==> config.mk <==
export PLATFORM = sky130hd
export DESIGN_NAME = uart_rx
export DESIGN_NICKNAME = d
export VERILOG_FILES = /design/src/rtl/uart_sync.sv /design/src/rtl/uart_rx.sv
export SDC_FILE = /design/constraint.sdc
export NUM_CORES = 1
export LEC_CHECK = 0
export ABC_AREA = 1
export CAP_MARGIN = 10
export CORE_ASPECT_RATIO = 1.4
export CORE_MARGIN = 5
export CORE_UTILIZATION = 45
export DETAILED_ROUTE_END_ITERATION = 8
export HOLD_SLACK_MARGIN = 0.03
export SLEW_MARGIN = 30
export SYNTH_ARGS = -nofsm -noshare
export SYNTH_HDL_FRONTEND = slang
export SYNTH_SLANG_ARGS = --single-unit
export TNS_END_PERCENT = 20
==> constraint.sdc <==
create_clock -name clock_i -period 3.24 [get_ports clock_i]
set_input_delay 0.648 -clock clock_i [delete_from_list [all_inputs] [get_ports clock_i]]
set_output_delay 0.648 -clock clock_i [all_outputs]
set_load 0.02 [all_outputs]
==> src/rtl/uart_sync.sv <==
// -----------------------------------------------------------------------------
// uart_sync
// Two-flop resynchronizer for the asynchronous serial line. Both stages reset
// to 1 so that a reset never manufactures a falling edge on an idle line.
//
// Ports
//   clock_i  : receiver clock, rising edge
//   reset_i  : synchronous, active-high reset (forces both stages to 1)
//   async_i  : asynchronous input (serial line)
//   sync_o   : async_i delayed by two clock_i cycles, safe to use in logic
// -----------------------------------------------------------------------------
module uart_sync (
    input  logic clock_i,
    input  logic reset_i,
    input  logic async_i,
    output logic sync_o
);

    logic meta_r;

    // Two-stage resynchronizer, idle-high reset value.
    always_ff @(posedge clock_i) begin
        if (reset_i) begin
            meta_r <= 1'b1;
            sync_o <= 1'b1;
        end else begin
            meta_r <= async_i;
            sync_o <= meta_r;
        end
    end

endmodule

==> src/rtl/uart_rx.sv <==
// -----------------------------------------------------------------------------
// uart_rx
// UART receiver: 8 data bits LSB first, optional parity bit, one or two stop
// bits, run-time programmable bit period of D clock_i cycles (D < 2 -> 2).
//
// Ports
//   clock_i          : sole clock, rising edge
//   reset_i          : synchronous, active-high reset
//   serial_i         : asynchronous serial line, idle high
//   two_stop_bits_i  : 1 = frame has two stop bits
//   parity_bit_i     : 1 = frame carries a parity bit after data bit 7
//   parity_even_i    : 1 = even parity, 0 = odd
//   clock_divider_i  : clock_i cycles per bit (D)
//   data_o           : last received byte (held until the next valid_o)
//   valid_o          : one-cycle pulse, data_o and error flags are fresh
//   parity_error_o   : parity mismatch in the last frame
//   framing_error_o  : a stop bit of the last frame was sampled low
//   busy_o           : high from start-bit detection until frame end/reject
//
// Timing: start edge detected 2 cycles after the line falls (synchronizer),
// start bit checked floor(D/2) cycles later, every further bit exactly D
// cycles after the previous sample, valid_o one cycle after the last stop
// sample. Configuration is captured at start detection and held per frame.
// -----------------------------------------------------------------------------
module uart_rx #(
    parameter int CLOCK_DIVIDER_WIDTH = 8
) (
    input  logic                           clock_i,
    input  logic                           reset_i,
    input  logic                           serial_i,
    input  logic                           two_stop_bits_i,
    input  logic                           parity_bit_i,
    input  logic                           parity_even_i,
    input  logic [CLOCK_DIVIDER_WIDTH-1:0] clock_divider_i,
    output logic [7:0]                     data_o,
    output logic                           valid_o,
    output logic                           parity_error_o,
    output logic                           framing_error_o,
    output logic                           busy_o
);

    localparam int DW = CLOCK_DIVIDER_WIDTH;

    localparam logic [DW-1:0] DIV_ZERO = DW'(0);
    localparam logic [DW-1:0] DIV_ONE  = DW'(1);
    localparam logic [DW-1:0] DIV_TWO  = DW'(2);

    typedef enum logic [2:0] {
        IDLE      = 3'd0,
        START     = 3'd1,
        DATA      = 3'd2,
        PARITY    = 3'd3,
        STOP1     = 3'd4,
        STOP2     = 3'd5,
        WAIT_HIGH = 3'd6
    } state_t;

    // True when the received parity bit does not match the selected parity
    // over the 8 data bits.
    function automatic logic parity_mismatch(
        input logic [7:0] data,
        input logic       parity,
        input logic       even
    );
        logic expected_xor;
        if (even) begin
            expected_xor = 1'b0;
        end else begin
            expected_xor = 1'b1;
        end
        return (((^data) ^ parity) != expected_xor);
    endfunction

    // Synchronized line and its previous value for edge detection.
    logic line_s;
    logic line_prev_r;

    // Frame state.
    state_t         state_r;
    logic [DW-1:0]  cnt_r;          // cycles remaining until next sample
    logic [DW-1:0]  div_r;          // latched, clamped bit period
    logic [2:0]     bit_cnt_r;      // data bit index
    logic [7:0]     shift_r;        // data shift register, LSB arrives first
    logic           two_stop_r;
    logic           parity_en_r;
    logic           parity_even_r;
    logic           parity_err_r;
    logic           framing_err_r;
    logic           done_r;         // frame complete, publish next cycle

    // Derived combinational values.
    logic [DW-1:0]  div_clamped_s;
    logic [DW-1:0]  half_load_s;
    logic [DW-1:0]  bit_reload_s;
    logic           sample_tick_s;

    uart_sync u_sync (
        .clock_i (clock_i),
        .reset_i (reset_i),
        .async_i (serial_i),
        .sync_o  (line_s)
    );

    // Divider clamping and counter reload values.
    always_comb begin
        div_clamped_s = clock_divider_i;
        half_load_s   = DIV_ZERO;
        bit_reload_s  = DIV_ZERO;
        sample_tick_s = 1'b0;
        if (clock_divider_i < DIV_TWO) begin
            div_clamped_s = DIV_TWO;
        end else begin
            div_clamped_s = clock_divider_i;
        end
        // Counter counts down to zero, so a wait of N cycles loads N-1.
        half_load_s   = {1'b0, div_clamped_s[DW-1:1]} - DIV_ONE;
        bit_reload_s  = div_r - DIV_ONE;
        if (cnt_r == DIV_ZERO) begin
            sample_tick_s = 1'b1;
        end else begin
            sample_tick_s = 1'b0;
        end
    end

    // Receiver FSM, sampling counters and registered outputs.
    always_ff @(posedge clock_i) begin
        if (reset_i) begin
            line_prev_r     <= 1'b1;
            state_r         <= IDLE;
            cnt_r           <= DIV_ZERO;
            div_r           <= DIV_TWO;
            bit_cnt_r       <= 3'd0;
            shift_r         <= 8'h00;
            two_stop_r      <= 1'b0;
            parity_en_r     <= 1'b0;
            parity_even_r   <= 1'b0;
            parity_err_r    <= 1'b0;
            framing_err_r   <= 1'b0;
            done_r          <= 1'b0;
            data_o          <= 8'h00;
            valid_o         <= 1'b0;
            parity_error_o  <= 1'b0;
            framing_error_o <= 1'b0;
            busy_o          <= 1'b0;
        end else begin
            line_prev_r <= line_s;
            done_r      <= 1'b0;
            valid_o     <= 1'b0;

            // Publish stage: one cycle after the final stop sample.
            if (done_r) begin
                valid_o         <= 1'b1;
                data_o          <= shift_r;
                parity_error_o  <= parity_err_r;
                framing_error_o <= framing_err_r;
            end

            case (state_r)
                IDLE: begin
                    if (line_prev_r && !line_s) begin
                        state_r       <= START;
                        busy_o        <= 1'b1;
                        div_r         <= div_clamped_s;
                        two_stop_r    <= two_stop_bits_i;
                        parity_en_r   <= parity_bit_i;
                        parity_even_r <= parity_even_i;
                        cnt_r         <= half_load_s;
                    end
                end

                START: begin
                    if (sample_tick_s) begin
                        if (line_s) begin
                            // Line back high mid start bit: glitch, drop it.
                            state_r <= IDLE;
                            busy_o  <= 1'b0;
                        end else begin
                            state_r       <= DATA;
                            cnt_r         <= bit_reload_s;
                            bit_cnt_r     <= 3'd0;
                            parity_err_r  <= 1'b0;
                            framing_err_r <= 1'b0;
                        end
                    end else begin
                        cnt_r <= cnt_r - DIV_ONE;
                    end
                end

                DATA: begin
                    if (sample_tick_s) begin
                        shift_r <= {line_s, shift_r[7:1]};
                        cnt_r   <= bit_reload_s;
                        if (bit_cnt_r == 3'd7) begin
                            bit_cnt_r <= 3'd0;
                            if (parity_en_r) begin
                                state_r <= PARITY;
                            end else begin
                                state_r <= STOP1;
                            end
                        end else begin
                            bit_cnt_r <= bit_cnt_r + 3'd1;
                        end
                    end else begin
                        cnt_r <= cnt_r - DIV_ONE;
                    end
                end

                PARITY: begin
                    if (sample_tick_s) begin
                        parity_err_r <= parity_mismatch(shift_r, line_s, parity_even_r);
                        cnt_r        <= bit_reload_s;
                        state_r      <= STOP1;
                    end else begin
                        cnt_r <= cnt_r - DIV_ONE;
                    end
                end

                STOP1: begin
                    if (sample_tick_s) begin
                        framing_err_r <= !line_s;
                        if (two_stop_r) begin
                            cnt_r   <= bit_reload_s;
                            state_r <= STOP2;
                        end else begin
                            // Low line at the last stop sample means break:
                            // stay busy until the line is seen high again.
                            done_r <= 1'b1;
                            busy_o <= !line_s;
                            if (line_s) begin
                                state_r <= IDLE;
                            end else begin
                                state_r <= WAIT_HIGH;
                            end
                        end
                    end else begin
                        cnt_r <= cnt_r - DIV_ONE;
                    end
                end

                STOP2: begin
                    if (sample_tick_s) begin
                        framing_err_r <= framing_err_r | !line_s;
                        done_r        <= 1'b1;
                        busy_o        <= !line_s;
                        if (line_s) begin
                            state_r <= IDLE;
                        end else begin
                            state_r <= WAIT_HIGH;
                        end
                    end else begin
                        cnt_r <= cnt_r - DIV_ONE;
                    end
                end

                WAIT_HIGH: begin
                    if (line_s) begin
                        state_r <= IDLE;
                        busy_o  <= 1'b0;
                    end
                end

                default: begin
                    state_r <= IDLE;
                    busy_o  <= 1'b0;
                end
            endcase
        end
    end

endmodule

* Word level (Yosys, flattened, before mapping)
Index checks and enable logic that the tools add are counted.
** Operators by class
- Equality and inequality tests :: 21
- Bitwise gates (word level) :: 3
- Add/sub/neg operators :: 4
- Reduce and logical (&&, ||, !) cells :: 18
- $lt $le $gt $ge :: 1
- Mux-type cells :: 50
** Operators with widths (count)
- 8-bit two-way mux :: 8
- 3-bit two-way mux :: 15
- 8-bit one-hot mux with 5 select lines :: 1
- 3-bit one-hot mux with 7 select lines :: 1
- 2-bit != test (second input constant) :: 10
- 1-bit two-way mux :: 19
- 8-bit by 1-bit subtractor with 8-bit output (second input constant) :: 2
- 3-bit == test (second input constant) :: 4
- 5-bit AND reduction :: 2
- 8-bit zero test :: 1
- 8-bit by 2-bit < comparator with 1-bit output (second input constant) :: 1
- 4-bit AND reduction :: 2
- 8-bit AND reduction :: 1
- 8-bit XOR reduction :: 1
- 7-bit by 1-bit subtractor with 8-bit output (second input constant) :: 1
- 3-bit by 2-bit == test with 1-bit output (second input constant) :: 2
- 3-bit != test (second input constant) :: 2
- 1-bit one-hot mux with 6 select lines :: 1
- 3-bit one-hot mux with 2 select lines :: 1
- 6-bit AND reduction :: 1
- 5-bit nonzero test :: 1
- 1-bit one-hot mux with 2 select lines :: 2
- 2-bit AND reduction :: 2
- 2-bit nonzero test :: 2
- other kinds (14) :: 14
** Storage, ports and cells
- Word-level logic and storage cells :: 116
- Register bits after elaboration :: 51
- Input port bits :: 14
- Output and inout port bits :: 12

* Logic depth before layout (Yosys ltp)
Gate-level depths: netlist (run 1).
- Depth after elaboration :: 8
- Depth in mapped cells :: 13
- Depth with buffers taken out :: 13

* Hierarchy
A second synthesis (run 1) with hierarchy kept.
** Second synthesis, totals
- Cell total of the unflattened synthesis :: 446
- Area, all modules :: 2860.2 um^2
** Modules (own cells, without submodules)
- uart_rx :: seq. area each 980.9 um^2, cells each 439, area each 2801.4 um^2, instances 1
- uart_sync :: seq. area each 40.0 um^2, cells each 7, area each 58.8 um^2, instances 1

* Worst setup path after synthesis (run 1)
OpenSTA, ideal clock, no wires.
- Path type :: input-to-reg
- Start point :: input clock_divider_i[4]
- End point :: register cnt_r[2]
- Buffers on the path :: 0
- Data arrival time :: 1.808 ns
- Required time :: 3.122 ns
- Path slack :: 1.314 ns
- Setup time :: 0.118 ns
- Stages :: 11
- Path through :: inv_1 -> nand2_1 -> nor2_1 -> a31oi_1 -> ha_1 -> nand2_1 -> inv_1 -> o21ai_0 -> o21ai_0 -> nor2_1 -> a21oi_2
** On the way
- Longest elaborated chain between the ends :: 5
** Ends and longest elaborated chain
- start: declaration :: RTL line uart_rx.sv:34 : input logic [CLOCK_DIVIDER_WIDTH-1:0] clock_divider_i,
- 8-bit by 2-bit < comparator with 1-bit output :: RTL line uart_rx.sv:110 : if (clock_divider_i < DIV_TWO) begin
- 8-bit two-way mux :: RTL line uart_rx.sv:110
- 7-bit by 1-bit subtractor with 8-bit output :: RTL line uart_rx.sv:116 : half_load_s = {1'b0, div_clamped_s[DW-1:1]} - DIV_ONE;
- 8-bit two-way mux :: RTL line uart_rx.sv:160 : if (line_prev_r && !line_s) begin
- 8-bit one-hot mux with 5 select lines :: RTL line uart_rx.sv:158 : case (state_r)
- end signal: assignment :: RTL line uart_rx.sv:167 : cnt_r <= half_load_s;
- end signal: assignment :: RTL line uart_rx.sv:179 : cnt_r <= bit_reload_s;
- end signal: assignment :: RTL line uart_rx.sv:185 : cnt_r <= cnt_r - DIV_ONE;
- end: declaration :: RTL line uart_rx.sv:80 : logic [DW-1:0] cnt_r;
No other way between the ends. The select of a mux whose other input is x is not followed.
A chain may end at the register's enable or synchronous reset.

* Worst setup path after layout (run 1)
Same ends and word-level chain as after synthesis.

==> flow_summary.json, run 1 <==
{
  "internal-power_uw": 1450,
  "leakagePower_uw": 0.00147,
  "syn_area_mm2": 0.00285,
  "syn_avg_cell_area_um2": 6.73,
  "drt_iter0_markers": 119,
  "syn-num-nets": 444,
  "critPathMaxFanout": 4,
  "yosysTopAreaCellShare": 0.358,
  "yosysTopAreaCell": "dfxtp_1",
  "sw_frac_of_total": 0.489,
  "max-vdd-ir-drop_mv": 0.335,
  "synth-edff-count": 0,
  "ios": 26,
  "die_h_um": 104,
  "crit_type": "primary input to register",
  "synth-seq-cells": 51,
  "grt_pass1_vias": 2643,
  "grt_setup_unrepaired": "no",
  "cts_root_buf": "clkbuf_8",
  "cts_tree": "yes",
  "hold_buffers": 0,
  "cp-end-kind": "register",
  "hp-class": "register to register",
  "reg2reg_from": "cnt_r[0]$_SDFFE_PP0P_",
  "via_count": 2674,
  "drive_above_1_share": 0.100,
  "whs_path_depth": 1,
  "yosys_warnings": 0,
  "ant_nets": 0,
  "gr-total-overflow": 0,
  "final_area_mm2": 0.00324,
  "fmax_mhz": 434,
  "grt_max_degree": 19,
  "slew_violations": 0,
  "die-area_mm2": 0.00806,
  "synth_area_leaders": "dfxtp_1 36%, nand2_1 11%, nor2_1 11%",
  "status": "finished clean",
  "r2r-end": "shift_r[2]$_SDFFE_PP0P_",
  "antennaDiodeCount": 0,
  "hp-start": "u_sync.meta_r$_SDFF_PP1_",
  "die_width_um": 77.3,
  "fin_util": 0.522,
  "pwr-share-clk": 0.137,
  "clock-skew-final_ps": 7.16,
  "cts_resized": 0,
  "worstPathArrival_ps": 2520,
  "clk_pin_slew_ps": 100,
  "clockBufferDepth": 2,
  "powerDensity_mw_per_mm2": 874,
  "layoutNonFillerInstCount": 520,
  "numCtsBuffers": 5,
  "post_dp_cell_area_mm2": 0.00315,
  "setup_viol": 0,
  "ys.flop_type": "dfxtp_1",
  "wl_per_cell_um": 13.2,
  "synthTopCellsByCount": "83 x nand2_1, 81 x nor2_1, 51 x dfxtp_1",
  "synth.most_common_cell": "nand2_1",
  "timing.reg2reg.setup_slack_ps": 1030,
  "synth_cell_types": 36,
  "routed_wirelength_mm": 6.87,
  "via_per_inst": 5.14,
  "worstRegToRegCells": 9,
  "antenna_found_initial": 0,
  "pwr-share-comb": 0.550,
  "htreeDepth": 2,
  "drv_cap": 0,
  "grt_pass1_wl_mm": 11.6,
  "hold_ws_ps": 427,
  "period_minus_slack_ps": 2300,
  "initial_utilization": 0.460,
  "core_mm2": 0.00621,
  "track_usage": 0.173,
  "place.port_buffers": 25,
  "slew_headroom": 0.716,
  "hold_end": "u_sync.sync_o$_SDFF_PP1_",
  "place.gp.congestion": 0.886,
  "critPathLaunchType": "primary input",
  "hpwl_mm": 5.23,
  "nets": 467,
  "drt_first_pass_iters": 4,
  "finalSetupTns_ps": 0,
  "yosysSeqAreaShare": 0.358,
  "async_flop_share": 0,
  "dp.cells": 512,
  "worstPathRequired_ps": 3460,
  "post-cts-setup-buffer-count": 0,
  "drcViolationCount": 0,
  "synth_cells": 424,
  "net-switching-power_uw": 1390,
  "clk_latency_ps": 310,
  "tightest_slew_ps": 425,
  "p_seq_frac": 0.313,
  "num_rows": 34,
  "finalHoldViolations": 0,
  "area_growth_syn_to_layout_pct": 13.6,
  "cts.sinks": 51,
  "final.period_utilization": 0.711
}
-- cell type report --
cell class,instances,area (um2)
Timing Repair Buffer,28,273
Multi-Input combinational cell,317,1600
Tap cell,72,90.1
Clock buffer,5,68.8
Inverter,44,168
Sequential cell,51,1020
Fill cell,636,2970
Clock inverter,3,23.8
-- sequential cells by signal (all words and copies together), names as in the netlist --
signal,count
data_o,8
valid_o,1
framing_err_r,1
two_stop_r,1
parity_error_o,1
done_r,1
u_sync.meta_r,1
shift_r,8
u_sync.sync_o,1
busy_o,1
cnt_r,8
line_prev_r,1
parity_err_r,1
div_r,8
parity_en_r,1
bit_cnt_r,3
state_r,3
framing_error_o,1
parity_even_r,1
-- per-stage QoR --
stage               setup WS [ps]  power [uW]
finish                        937        2840
global route                  662        3100
floorplan                    1310        2150
detailed placement            621        2460
global placement              685        2440
CTS                           944        2850
-- worst max path at each step --
stage                             startpoint  slack (ps)                     to
after global placement    clock_divider_i[4]         680  cnt_r[2]$_SDFFE_PP0P_
after floorplan           clock_divider_i[4]        1310  cnt_r[2]$_SDFFE_PP0P_
after detailed placement  clock_divider_i[4]         620  cnt_r[2]$_SDFFE_PP0P_
after global routing      clock_divider_i[4]         660  cnt_r[2]$_SDFFE_PP0P_
final                     clock_divider_i[4]         940  cnt_r[2]$_SDFFE_PP0P_
after CTS                 clock_divider_i[4]         940  cnt_r[2]$_SDFFE_PP0P_
-- cells by family after synthesis --
family / after synthesis / synth area share
AOI/OAI and AO/OA: 79 / 0.146
xor gates and xnor gates: 13 / 0.0399
adders and majority gates: 6 / 0.0263
buffers and inverters: 56 / 0.0820
DFF: 51 / 0.358
and+or+nand+nor: 219 / 0.348
-- critical path, stage by stage --
cell,delay (ps)
clkdlybuf4s50_1,440
inv_1,120
nand2_1,110
nor2_1,180
a31oi_1,150
ha_1,220
nand2_1,80
inv_1,70
o21ai_0,190
o21ai_0,110
nor2_1,140
a21oi_2,60
-- layout by cell type (no fill, tap or decap), types with 4 or more instances in the layout --
| cell | instances |
|---|---|
| nand2_1 | 83 |
| ha_1 | 6 |
| a21oi_1 | 21 |
| inv_1 | 34 |
| o21ai_0 | 39 |
| or2_2 | 4 |
| inv_2 | 8 |
| xor2_1 | 6 |
| clkbuf_8 | 5 |
| clkdlybuf4s50_1 | 25 |
| xnor2_1 | 7 |
| nor2_2 | 4 |
| nor2_1 | 81 |
| nand3_1 | 26 |
| nor2_4 | 4 |
| dfxtp_1 | 51 |
| o21ai_1 | 11 |
-- power groups by stage --
stage	Clock [uW]	Sequential, uW	Combinational (uW)
final	388	886	1560
after global routing	423	902	1770
after CTS	399	886	1570
after detailed placement	0	900	1560
after global placement	0	898	1540
after floorplan	0	878	1270
-- per-layer routing --
layer / vias to the layer above / GRT usage / wire, um
li1: 1405 / - / -
met1: 1197 / 0.192 / 2870
met2: 50 / 0.304 / 3430
met3: 22 / 0.0312 / 237
met4: 0 / 0.0958 / 327
met5: - / 0 / 0
No activity file was read; power rests on OpenSTA's default activity.
==> inputs of run 2 (changes only) <==
==> constraint.sdc (replaced) <==
create_clock -name clock_i -period 2.15 [get_ports clock_i]
set_input_delay 0.43 -clock clock_i [delete_from_list [all_inputs] [get_ports clock_i]]
set_output_delay 0.43 -clock clock_i [all_outputs]
set_load 0.02 [all_outputs]
==> flow_summary.json, run 2 (synthesized netlist as in run 1, its figures left out) <==
{
  "status": "finished clean",
  "period_minus_slack_ps": 1890,
  "gr-total-overflow": 0,
  "grt_pass1_vias": 2624,
  "fmax_mhz": 529,
  "place.gp.congestion": 0.915,
  "grt_pass1_wl_mm": 11.7,
  "max-vdd-ir-drop_mv": 0.678,
  "num_rows": 34,
  "antennaDiodeCount": 0,
  "finalHoldViolations": 0,
  "drt_iter0_markers": 82,
  "grt_max_degree": 42,
  "clk_pin_slew_ps": 100,
  "slew_headroom": 0.712,
  "numCtsBuffers": 5,
  "whs_path_depth": 1,
  "die_h_um": 104,
  "finalSetupTns_ps": 0,
  "most-common-layout-cells": "83 x nand2_1, 81 x nor2_1, 51 x dfxtp_1",
  "drt_first_pass_iters": 4,
  "nets": 481,
  "die-area_mm2": 0.00806,
  "initial_utilization": 0.460,
  "hold_ws_ps": 432,
  "critPathMaxFanout": 4,
  "multi_input_area_mm2": 0.00160,
  "drive_above_1_share": 0.128,
  "path_cells": "clkdlybuf4s50_1 > inv_1 > nand2_1 > nor2_1 > a31oi_1 > ha_1 > nand2_1 > inv_1 > o21ai_0 > o21ai_0 > nor2_1 > a21oi_2",
  "slowest_stage": "clkdlybuf4s50_1",
  "p_total_uw": 4540,
  "hpwl_mm": 5.22,
  "cts_resized": 0,
  "track_usage": 0.174,
  "place.port_buffers": 25,
  "nFillCells": 644,
  "seq_area_mm2": 0.00102,
  "crit_type": "primary input to register",
  "htreeDepth": 2,
  "via_count": 2725,
  "wl_per_cell_um": 12.9,
  "final.period_utilization": 0.880,
  "antenna_found_initial": 0,
  "powerDensity_mw_per_mm2": 1340,
  "area_growth_syn_to_layout_pct": 18.9,
  "fin_util": 0.546,
  "ant_nets": 0,
  "hp-class": "register to register",
  "drv_cap": 0,
  "setup_viol": 0,
  "final_area_mm2": 0.00339,
  "post-cts-setup-buffer-count": 0,
  "path_delay_family": "buffers and inverters",
  "cp-end-kind": "register",
  "ios": 26,
  "clock-skew-final_ps": 8.04,
  "post_dp_cell_area_mm2": 0.00326,
  "clockBufferDepth": 2,
  "routed_wirelength_mm": 6.87,
  "cts_root_buf": "clkbuf_8",
  "slowest_delay_ps": 420,
  "die_width_um": 77.3,
  "worstPathArrival_ps": 2090,
  "grt_setup_unrepaired": "no",
  "tightest_slew_ps": 432,
  "core_mm2": 0.00621,
  "critPathLaunchType": "primary input",
  "drcViolationCount": 0,
  "via_per_inst": 5.10,
  "cp_num_buf_inv": 3,
  "leakagePower_uw": 0.00155,
  "slew_violations": 0,
  "layout_commonest_cell": "nand2_1",
  "cts_tree": "yes",
  "worstPathRequired_ps": 2350,
  "clk_latency_ps": 300,
  "cts.sinks": 51,
  "worstRegToRegCells": 9,
  "hold_buffers": 0,
  "cp.depth": 12
}
==> run 2: final timing paths <==
| check | from | to | slack (ps) |
|---|---|---|---|
| worst max-delay path | clock_divider_i[6] | cnt_r[2]$_SDFFE_PP0P_ | 260 |
| worst min-delay path | u_sync.meta_r$_SDFF_PP1_ | u_sync.sync_o$_SDFF_PP1_ | 430 |
| worst max register to register | cnt_r[0]$_SDFFE_PP0P_ | shift_r[7]$_SDFFE_PP0P_ | 390 |
| worst min register to register | u_sync.meta_r$_SDFF_PP1_ | u_sync.sync_o$_SDFF_PP1_ | 430 |
==> run 2: stage by stage <==
stage | worst slack [ps] | instances
3_5_place_dp | -92.4 | 526
4_1_cts | 229 | 534
3_3_place_gp | -10.7 | 526
5_1_grt | 54.8 | 534
2_1_floorplan | 442 | 424
6_report | 258 | 534
==> run 2: layout make-up <==
type | instances | area share
well taps | 72 | 0.0266
multi-input cells | 317 | 0.471
clock inverters | 3 | 0.0199
flip-flops and latches | 51 | 0.301
inverters | 44 | 0.0494
clock buffers | 5 | 0.0203
repair buffers | 42 | 0.111
==> run 2: report_power, final <==
group | total, uW | internal (uW) | switching (uW)
Sequential | 1320 | 1120 | 204
Clock | 796 | 464 | 332
Combinational | 2420 | 874 | 1540
Total | 4540 | 2450 | 2080
==> run 2: per-layer routing <==
metal / share of wire / up-vias / wire length [um] / GRT usage
li1: - / 1432 / - / -
met1: 0.43 / 1226 / 2930 / 0.192
met2: 0.50 / 44 / 3440 / 0.308
met3: 0.027 / 23 / 184 / 0.0321
met4: 0.046 / 0 / 314 / 0.0934
met5: 0 / - / 0 / 0
